--- src/rtl/ysyx_22041071_axi_r_pkg.sv ---
// Shared AXI read-master widths, protocol encodings and FSM state type.
// Latency: none (definitions only).
// Backpressure: n/a.
package ysyx_22041071_axi_r_pkg;

  localparam int AXI_ADDR_W = 32;
  localparam int AXI_DATA_W = 64;
  localparam int AXI_ID_W   = 4;
  localparam int AXI_LEN_W  = 8;
  localparam int AXI_RESP_W = 2;

  localparam logic [1:0] AXI_BURST_INCR  = 2'b01;
  localparam logic [1:0] AXI_RESP_OKAY   = 2'b00;
  localparam logic [1:0] AXI_RESP_SLVERR = 2'b10;
  localparam logic [2:0] AXI_SIZE_8B     = 3'b011;

  typedef enum logic [1:0] {
    R_IDLE = 2'd0,
    R_ADDR = 2'd1,
    R_DATA = 2'd2,
    R_DONE = 2'd3
  } r_state_e;

  // Sticky worst-case response: numerically larger AXI codes are worse.
  function automatic logic [AXI_RESP_W-1:0] resp_worst(input logic [AXI_RESP_W-1:0] a,
                                                       input logic [AXI_RESP_W-1:0] b);
    return (a > b) ? a : b;
  endfunction

endpackage

--- src/rtl/ysyx_22041071_rdata_align.sv ---
// Right-justifies a read beat by the byte offset and zero-masks it to the access size.
// Latency: combinational.
// Backpressure: none.
module ysyx_22041071_rdata_align #(
  parameter int DATA_W = 64
) (
  input  logic [DATA_W-1:0] data_i,
  input  logic [2:0]        offset_i,
  input  logic [1:0]        size_i,
  output logic [DATA_W-1:0] data_o
);

  logic [DATA_W-1:0] shifted;
  logic [DATA_W-1:0] mask;

  // Shift the addressed byte down to bit 0, then keep only 1/2/4/8 bytes.
  always_comb begin
    shifted = data_i >> {offset_i, 3'b000};
    mask    = '0;
    case (size_i)
      2'b00:   mask[7:0]  = '1;
      2'b01:   mask[15:0] = '1;
      2'b10:   mask[31:0] = '1;
      default: mask       = '1;
    endcase
    data_o = shifted & mask;
  end

endmodule

--- src/rtl/ysyx_22041071_axi_r.sv ---
// AXI4 read master: one CPU request -> AR -> INCR burst on R -> per-beat pulses + aligned result.
// Latency: accept T0 -> ARVALID T1; R handshake Tk -> beat pulse Tk+1; last -> done Tn+1, ready Tn+2.
// Backpressure: cpu_ar_ready only in idle; RREADY held high throughout the data phase.
// Optional: define YSYX_22041071_AXI_R_ID_CHECK_EN to flag RID mismatches as SLVERR.
module ysyx_22041071_axi_r
  import ysyx_22041071_axi_r_pkg::*;
#(
  parameter int ADDR_W = AXI_ADDR_W,
  parameter int DATA_W = AXI_DATA_W,
  parameter int ID_W   = AXI_ID_W,
  parameter int LEN_W  = AXI_LEN_W
) (
  input  logic              clk,
  input  logic              reset_n,
  input  logic              cpu_ar_valid,
  output logic              cpu_ar_ready,
  input  logic [ID_W-1:0]   cpu_id,
  input  logic [ADDR_W-1:0] cpu_addr,
  input  logic [LEN_W-1:0]  cpu_ar_len,
  input  logic [1:0]        cpu_size,
  output logic              cpu_r_beat_valid,
  output logic [DATA_W-1:0] cpu_r_beat_data,
  output logic [LEN_W-1:0]  cpu_r_beat_idx,
  output logic              cpu_r_done,
  output logic [DATA_W-1:0] cpu_r_data,
  output logic [1:0]        cpu_r_resp,
  output logic              axi_ar_valid_o,
  input  logic              axi_ar_ready_i,
  output logic [ID_W-1:0]   axi_ar_id_o,
  output logic [ADDR_W-1:0] axi_ar_addr_o,
  output logic [LEN_W-1:0]  axi_ar_len_o,
  output logic [2:0]        axi_ar_size_o,
  output logic [1:0]        axi_ar_burst_o,
  output logic [2:0]        axi_ar_prot_o,
  output logic [3:0]        axi_ar_cache_o,
  output logic [3:0]        axi_ar_qos_o,
  output logic [3:0]        axi_ar_region_o,
  output logic              axi_ar_lock_o,
  output logic              axi_ar_user_o,
  input  logic              axi_r_valid_i,
  output logic              axi_r_ready_o,
  input  logic [ID_W-1:0]   axi_r_id_i,
  input  logic [DATA_W-1:0] axi_r_data_i,
  input  logic [1:0]        axi_r_resp_i,
  input  logic              axi_r_last_i,
  input  logic              axi_r_user_i
);

  r_state_e          state_q;
  logic [ID_W-1:0]   id_q;
  logic [ADDR_W-1:0] addr_q;
  logic [LEN_W-1:0]  len_q;
  logic [1:0]        size_q;
  logic [LEN_W-1:0]  cnt_q, cnt_d;
  logic [1:0]        resp_q, resp_d;
  logic              beat_vld_q;
  logic [DATA_W-1:0] beat_dat_q;
  logic [LEN_W-1:0]  beat_idx_q;
  logic              done_q;
  logic [DATA_W-1:0] rdata_q;
  logic [DATA_W-1:0] aligned;
  logic              r_hs;
  logic              cnt_at_len;
  logic              len_err;
  logic              id_err;

`ifdef YSYX_22041071_AXI_R_ID_CHECK_EN
  logic unused_r_sideband;
  assign id_err            = (axi_r_id_i != id_q);
  assign unused_r_sideband = axi_r_user_i;
`else
  logic unused_r_sideband;
  assign id_err            = 1'b0;
  assign unused_r_sideband = ^{axi_r_id_i, axi_r_user_i};
`endif

  // Handshake/valid signals come straight from the state register.
  assign cpu_ar_ready   = (state_q == R_IDLE);
  assign axi_ar_valid_o = (state_q == R_ADDR);
  assign axi_r_ready_o  = (state_q == R_DATA);

  assign axi_ar_id_o     = id_q;
  assign axi_ar_addr_o   = {addr_q[ADDR_W-1:3], 3'b000};
  assign axi_ar_len_o    = len_q;
  assign axi_ar_size_o   = AXI_SIZE_8B;
  assign axi_ar_burst_o  = AXI_BURST_INCR;
  assign axi_ar_prot_o   = '0;
  assign axi_ar_cache_o  = '0;
  assign axi_ar_qos_o    = '0;
  assign axi_ar_region_o = '0;
  assign axi_ar_lock_o   = 1'b0;
  assign axi_ar_user_o   = 1'b0;

  assign cpu_r_beat_valid = beat_vld_q;
  assign cpu_r_beat_data  = beat_dat_q;
  assign cpu_r_beat_idx   = beat_idx_q;
  assign cpu_r_done       = done_q;
  assign cpu_r_data       = rdata_q;
  assign cpu_r_resp       = resp_q;

  ysyx_22041071_rdata_align #(
    .DATA_W(DATA_W)
  ) u_align (
    .data_i  (axi_r_data_i),
    .offset_i(addr_q[2:0]),
    .size_i  (size_q),
    .data_o  (aligned)
  );

  // Per-beat bookkeeping: saturating beat count and sticky worst-case response,
  // with burst-length disagreement (early or missing RLAST) reported as SLVERR.
  always_comb begin
    r_hs       = axi_r_ready_o && axi_r_valid_i;
    cnt_at_len = (cnt_q == len_q);
    cnt_d      = cnt_at_len ? cnt_q : cnt_q + 1'b1;
    len_err    = axi_r_last_i ? !cnt_at_len : cnt_at_len;
    resp_d     = resp_worst(resp_q, axi_r_resp_i);
    if (len_err || id_err) begin
      resp_d = AXI_RESP_SLVERR;
    end
  end

  // FSM with request latch, beat counter, response accumulation and CPU pulses.
  always_ff @(posedge clk) begin
    if (!reset_n) begin
      state_q    <= R_IDLE;
      id_q       <= '0;
      addr_q     <= '0;
      len_q      <= '0;
      size_q     <= '0;
      cnt_q      <= '0;
      resp_q     <= AXI_RESP_OKAY;
      beat_vld_q <= 1'b0;
      beat_dat_q <= '0;
      beat_idx_q <= '0;
      done_q     <= 1'b0;
      rdata_q    <= '0;
    end else begin
      beat_vld_q <= 1'b0;
      done_q     <= 1'b0;
      case (state_q)
        R_IDLE: begin
          cnt_q <= '0;
          if (cpu_ar_valid) begin
            id_q    <= cpu_id;
            addr_q  <= cpu_addr;
            len_q   <= cpu_ar_len;
            size_q  <= cpu_size;
            resp_q  <= AXI_RESP_OKAY;
            state_q <= R_ADDR;
          end
        end
        R_ADDR: begin
          if (axi_ar_ready_i) begin
            state_q <= R_DATA;
          end
        end
        R_DATA: begin
          if (r_hs) begin
            beat_vld_q <= 1'b1;
            beat_dat_q <= axi_r_data_i;
            beat_idx_q <= cnt_q;
            cnt_q      <= cnt_d;
            resp_q     <= resp_d;
            if (axi_r_last_i) begin
              done_q  <= 1'b1;
              rdata_q <= aligned;
              state_q <= R_DONE;
            end
          end
        end
        R_DONE: state_q <= R_IDLE;
        default: state_q <= R_IDLE;
      endcase
    end
  end

endmodule

--- config.mk ---
export PLATFORM = sky130hd
export DESIGN_NAME = ysyx_22041071_axi_r
export DESIGN_NICKNAME = d
export VERILOG_FILES = /design/src/rtl/ysyx_22041071_axi_r_pkg.sv /design/src/rtl/ysyx_22041071_rdata_align.sv /design/src/rtl/ysyx_22041071_axi_r.sv
export SDC_FILE = /design/constraint.sdc
export NUM_CORES = 1
export LEC_CHECK = 0
export BUFFER_PORTS_ARGS = -buffer_cell sky130_fd_sc_hd__buf_2
export CORE_MARGIN = 4
export CORE_UTILIZATION = 30
export CTS_CLUSTER_DIAMETER = 120
export DETAILED_ROUTE_END_ITERATION = 8
export SLEW_MARGIN = 15
export SYNTH_ARGS = -nofsm -noshare
export SYNTH_HDL_FRONTEND = slang
export SYNTH_SLANG_ARGS = --single-unit
--- constraint.sdc ---
create_clock -name clk -period 5.9 [get_ports clk]
set_input_delay 0.885 -clock clk [delete_from_list [all_inputs] [get_ports clk]]
set_output_delay 0.885 -clock clk [all_outputs]
set_load 0.01 [all_outputs]
=== Word level (Yosys, flattened, before mapping) ===
Cells that the tools add are included.

* Flip-flop bits (word level): 196
* Input port bits: 123
* Output and inout bits: 209
* Logic and storage cells: 62

* $add $sub $neg: 1
* Magnitude comparators: 1
* Eq/ne operators: 12
* Shift operators: 1
* Muxes and demuxes: 19
* Bitwise logic cells: 1
* Reductions and logical operators: 15

{| class="wikitable"
|+ Operator list
! operator !! count
|-
| $and 64x64->64 || 1
|-
| $shr 64x6->64 || 1
|-
| $mux 32 || 1
|-
| $mux 8 || 3
|-
| $mux 16 || 1
|-
| $mux 2 || 8
|-
| $pmux 8 s2 || 1
|-
| $reduce_and 3->1 || 3
|-
| $add 8x1->8 const B || 1
|-
| $eq 8x8->1 || 1
|-
| $pmux 2 s4 || 1
|-
| $reduce_and 4->1 || 2
|-
| $eq 2x2->1 const B || 3
|-
| $ne 2x1->1 const B || 3
|-
| $reduce_and 2->1 || 3
|-
| $eq 2x1->1 const B || 2
|-
| $logic_not 2->1 || 2
|-
| $ne 2x2->1 const B || 2
|-
| $pmux 2 s2 || 1
|-
| $mux 1 || 3
|-
| $ne 3x3->1 const B || 1
|-
| $reduce_or 3->1 || 1
|-
| $gt 2x2->1 || 1
|-
| $reduce_bool 2->1 || 1
|-
| other kinds (3) || 3
|}

=== Logic depth before layout (Yosys ltp) ===
* Depth in word-level cells: 6
* Depth in mapped cells: 11
* Depth with buffers taken out: 8

=== Cells and area by module ===
Synthesis repeated with hierarchy kept, for this count alone.

* Cell total of the unflattened synthesis: 1187
* Area total of the unflattened synthesis: 9350.2 µm²

{| class="wikitable"
|+ Modules (own cells, without submodules)
! module !! instances !! cells an instance !! area each (µm²) !! seq. area each (µm²)
|-
| ysyx_22041071_axi_r || 1 || 959 || 7551.0 || 3923.8
|-
| ysyx_22041071_rdata_align || 1 || 228 || 1799.2 || 0.0
|}

=== Least setup slack after synthesis ===
No wires, ideal clock.

* Kind: input -> register
* Start: in axi_r_valid_i
* End: reg rdata_q[48] (netlist: cpu_r_data[48])
* Setup time: 0.115 ns
* Data arrival time: 2.148 ns
* Data required time: 5.785 ns
* Setup slack: 3.637 ns
* Stages: 9
* Buffers on the path: 3
* Cell sequence: and3_1 -> buf_4 -> and2_1 -> buf_4 -> and3b_1 -> buf_6 -> nand2b_1 -> o21ai_0 -> and2_1

* Longest elaborated chain between the ends: 2

{| class="wikitable"
|+ RTL lines
! what !! RTL line !! text
|-
| start: declaration || ysyx_22041071_axi_r.sv:40 || <nowiki>input logic axi_r_valid_i,</nowiki>
|-
| $logic_and 1x1->1 || ysyx_22041071_axi_r.sv:113 || <nowiki>r_hs = axi_r_ready_o && axi_r_valid_i;</nowiki>
|-
| $reduce_and 3->1 (no source line) || - ||
|-
| end signal: assignment || ysyx_22041071_axi_r.sv:167 || <nowiki>rdata_q <= aligned;</nowiki>
|-
| end: declaration || ysyx_22041071_axi_r.sv:60 || <nowiki>logic [DATA_W-1:0] rdata_q;</nowiki>
|}

No other way between the ends.
A chain may end at the register's enable or synchronous reset.

=== Worst setup path in the final report ===
* Start: reg state_q[0]
* End: reg rdata_q[63] (netlist: cpu_r_data[63])

* Longest elaborated chain between the ends: 3

{| class="wikitable"
|+ RTL lines
! what !! RTL line !! text
|-
| start: declaration || ysyx_22041071_axi_r.sv:49 || <nowiki>r_state_e state_q;</nowiki>
|-
| start signal: assignment || ysyx_22041071_axi_r.sv:126 || <nowiki>state_q <= R_IDLE;</nowiki>
|-
| start signal: assignment || ysyx_22041071_axi_r.sv:150 || <nowiki>state_q <= R_ADDR;</nowiki>
|-
| start signal: assignment || ysyx_22041071_axi_r.sv:155 || <nowiki>state_q <= R_DATA;</nowiki>
|-
| $eq 2x2->1 * || ysyx_22041071_axi_r.sv:80, ysyx_22041071_axi_r.sv:141 ||
|-
| $logic_and 1x1->1 || ysyx_22041071_axi_r.sv:113 ||
|-
| $reduce_and 3->1 (no source line) * || - ||
|}

Every way passes the cells marked *; elsewhere a longest branch is shown, timed or not.

==> flow_metrics.tcl <==
set metrics [dict create \
    place_hpwl_um 24500 \
    fp.dieW_um 185 \
    pin_count 332 \
    coreArea_mm2 0.0308 \
    grt_first_pass_wirelength_um 49200 \
    rr_startpoint "state_q[0]$_SDFFE_PN0P_" \
    n_fill_cell 3207 \
    seqPwrFrac_pct 39.7 \
    fmax_mhz 258 \
    min_to "cpu_r_beat_data[44]$_SDFFE_PN0P_" \
    crit_buf_inv 1 \
    first_iter_violations 710 \
    r2r-end "cpu_r_data[63]$_SDFFE_PN0P_" \
    status "complete, no violations" \
    grt_usage_pct 19.0 \
    switching_power_mw 1.31 \
    peakVddDrop_v 0.000227 \
    sw_frac_of_total_pct 33.2 \
    synth_edf_count 0 \
    chipHeight_um 185 \
    clock_latency_ns 0.45 \
    post_cts_buffers 0 \
    drt_first_pass_iters 5 \
    cts_resized 0 \
    worstPathCellList "inv_1 -> ha_1 -> and3_1 -> and2_1 -> and3b_1 -> nor3b_4 -> a22oi_1 -> nor2b_1" \
    drive_gt1_share_pct 28.3 \
    h-tree-depth 4 \
    clk_pin_slew_ns 0.07 \
    postCtsHoldBufs 0 \
    synthFlopType "dfxtp_1" \
    syn_to_final_growth_pct 21.8 \
    pre_cts_ws_ns 1.89 \
    reg2reg_depth 8 \
    internal_power_mw 2.63 \
    cts-root-buf "clkbuf_16" \
    path_class "register to register" \
    hold_viol 0 \
    power_mw 3.94 \
    nets 1426 \
    crit_path_end_kind "register" \
    grt_max_degree 119 \
    crit_path_start_kind "register" \
    initial_core_util_pct 30.6 \
    grt-ovfl-total 0 \
    cp_max_fo 19 \
    p_leak_nw 4.90 \
    p_clk_share_pct 33.8 \
    synth_simple_gate_area_share_pct 18.4 \
    port_buffers 301 \
    ys_seq_area_share_pct 41.6 \
    postSynthCellCount 1085 \
    tightest_slew_ns 1.18 \
    cts_made_buffers 17 \
    maxCapViolations 0 \
    cts_tree "yes" \
    postRouteAntennaNets 0 \
    slew_violations 0 \
    path_delay_family "simple AND/OR/NAND/NOR gates" \
    worstHoldStart "cpu_r_beat_data[44]$_SDFFE_PN0P_" \
    pwr-share-comb_pct 26.4 \
    routed_wl_um 33600 \
    async_reset_ff_share_pct 0 \
    relSlewSlack_pct 21.2 \
    power_density_mw_per_mm2 342 \
    gp_congestion 0.848 \
    placement_rows 64 \
    ys_ff_latch 196 \
    fin_ws_ns 2.02 \
    cts_max_path_buffers 2 \
    synth_area_mm2 0.00944 \
    finClkSkew_ns 0.0115 \
    muxShareOfSynthArea_pct 11.6 \
    hold_path_class "register to register" \
    timing.final.crit_share_pct 65.7 \
    viasPerCell 4.93 \
    dieArea_mm2 0.0344 \
    synth_fa_ha_area_share_pct 0.795 \
    synth-compound-area-share_pct 17.9 \
    setup_viol 0 \
    routedWlPerCell_um 19.7 \
    antenna_found_initial 2 \
    synthDistinctLibCells 44 \
    final_core_util_pct 37.3 \
    setup_tns_ns 0 \
    grt_pass1_vias 7973 \
    required_ns 6.27 \
    hold_depth 2 \
    num_vias 8410 \
    slowest_stage "and3_1" \
    cts_sinks 196 \
    avgSynthCellArea_um2 8.70 \
    synth_top_family_by_area "simple AND/OR/NAND/NOR gates" \
    rsz0062_at_grt "no" \
    arrival_ns 4.25 \
    r2r_slack_ns 2.02 \
    critPathMaxStageDelay_ns 0.76 \
    route.detailed.drc 0 \
    layout_min_cycle_time_ns 3.88 \
    yosys_warnings 0 \
    yosys.area_share.xor_xnor_pct 1.02 \
]
[worst min-delay path: stages, from the launching register on]
cell	delay, ns
dfxtp_1	0.31
nand2_1	0.04
a21boi_0	0.06
[state kept, by name, indices dropped and copies added, names as in the netlist]
register,flops
cpu_r_beat_data,64
cpu_r_data,64
addr_q,32
axi_ar_len_o,8
cnt_q,8
cpu_r_beat_idx,8
axi_ar_id_o,4
cpu_r_resp,2
size_q,2
state_q,2
cpu_r_beat_valid,1
cpu_r_done,1
[cell type report]
cell class,count,area [µm²],area share (%)
multi-input combinational,761,4800,41.8
sequential,196,3930,34.2
timing repair buffer,306,1550,13.4
tap,396,495,4.31
clock buffer,20,468,4.07
clock inverter,10,194,1.69
inverter,15,56.3,0.490
antenna,2,5.00,0.0435
[power by group through the flow]
| stage | combinational (mW) | sequential [mW] | clock (mW) |
|---|---|---|---|
| floorplan | 0.743 | 1.57 | 0 |
| global placement | 1.04 | 1.59 | 0 |
| detailed placement | 1.04 | 1.59 | 0 |
| CTS | 1.05 | 1.57 | 1.37 |
| global route | 1.16 | 1.58 | 1.41 |
| finish | 1.04 | 1.56 | 1.33 |
[through the flow]
| step | hold WS, ns | cells | instance area, µm² |
|---|---|---|---|
| 2_1_floorplan | 0.444 | 1108 | 9530 |
| 3_3_place_gp | 0.450 | 1674 | 10800 |
| 3_5_place_dp | 0.457 | 1674 | 10800 |
| 4_1_cts | 0.467 | 1704 | 11500 |
| 5_1_grt | 0.481 | 1706 | 11500 |
| 6_report | 0.461 | 1706 | 11500 |
[Yosys cell counts (2+ instances only)]
library cell	number	area, µm²
a211oi_1	5	37.5
a21boi_0	120	901
a21oi_1	15	75.1
a22oi_1	40	300
and2_1	20	125
and3_1	4	25.0
buf_1	4	15.0
buf_2	13	65.1
buf_4	58	435
clkbuf_1	59	221
conb_1	2	7.51
dfxtp_1	196	3920
ha_1	6	75.1
inv_1	15	56.3
mux2_2	5	56.3
mux2i_1	59	591
mux4_2	20	450
nand2_1	286	1070
nand2b_1	4	25.0
nand3_1	4	20.0
nand4_1	4	25.0
nor2_1	12	45.0
nor2b_1	48	300
nor3b_1	2	15.0
nor4_1	2	12.5
o211a_1	8	80.1
o21ai_0	31	155
o22ai_1	15	93.8
or3_1	3	18.8
xor2_1	11	96.3
[worst max-delay path by stage]
stage                                  from                          end  slack, ns  cells past startpoint
floorplan                     axi_r_valid_i  cpu_r_data[48]$_SDFFE_PN0P_       3.64                      9
CTS                 state_q[0]$_SDFFE_PN0P_  cpu_r_data[63]$_SDFFE_PN0P_       2.03                      8
global placement              axi_r_valid_i  cpu_r_data[63]$_SDFFE_PN0P_       1.97                      7
finish              state_q[0]$_SDFFE_PN0P_  cpu_r_data[63]$_SDFFE_PN0P_       2.02                      8
global route        state_q[0]$_SDFFE_PN0P_  cpu_r_data[57]$_SDFFE_PN0P_       1.65                      8
detailed placement            axi_r_valid_i  cpu_r_data[62]$_SDFFE_PN0P_       1.89                      7
[logic make-up (layout without fill, tap and decap cells)]
logic type / Yosys count / count (layout)
AO/OA/AOI/OAI: 240 / 240
XOR/XNOR: 11 / 11
adder cells (fa/ha/maj): 6 / 6
buffers and inverters: 151 / 351
flip-flops: 196 / 196
multiplexers: 84 / 84
other: 2 / 27
AND/OR/NAND/NOR: 395 / 395
[per-layer routing]
metal	track usage, %	wire [µm]
met5	0	0
met4	6.19	860
met3	6.17	3110
met2	29.5	15100
met1	25.0	14500
[layout by cell type, fill, tap and decap left out, types with 5 or more instances in the layout]
master,count
inv_1,15
a22oi_1,40
a211oi_1,5
ha_1,6
a21boi_0,120
xor2_1,11
clkbuf_16,18
buf_4,6
bufinv_16,5
mux2_2,5
and2_1,18
nor2b_1,48
o211a_1,8
o21ai_0,31
mux4_2,20
nand2_1,283
nor2_1,12
conb_1,25
mux2i_1,59
buf_2,300
a21oi_1,15
o22ai_1,15
dfxtp_1,193
Note: power is estimated with default switching activity, not from simulation.
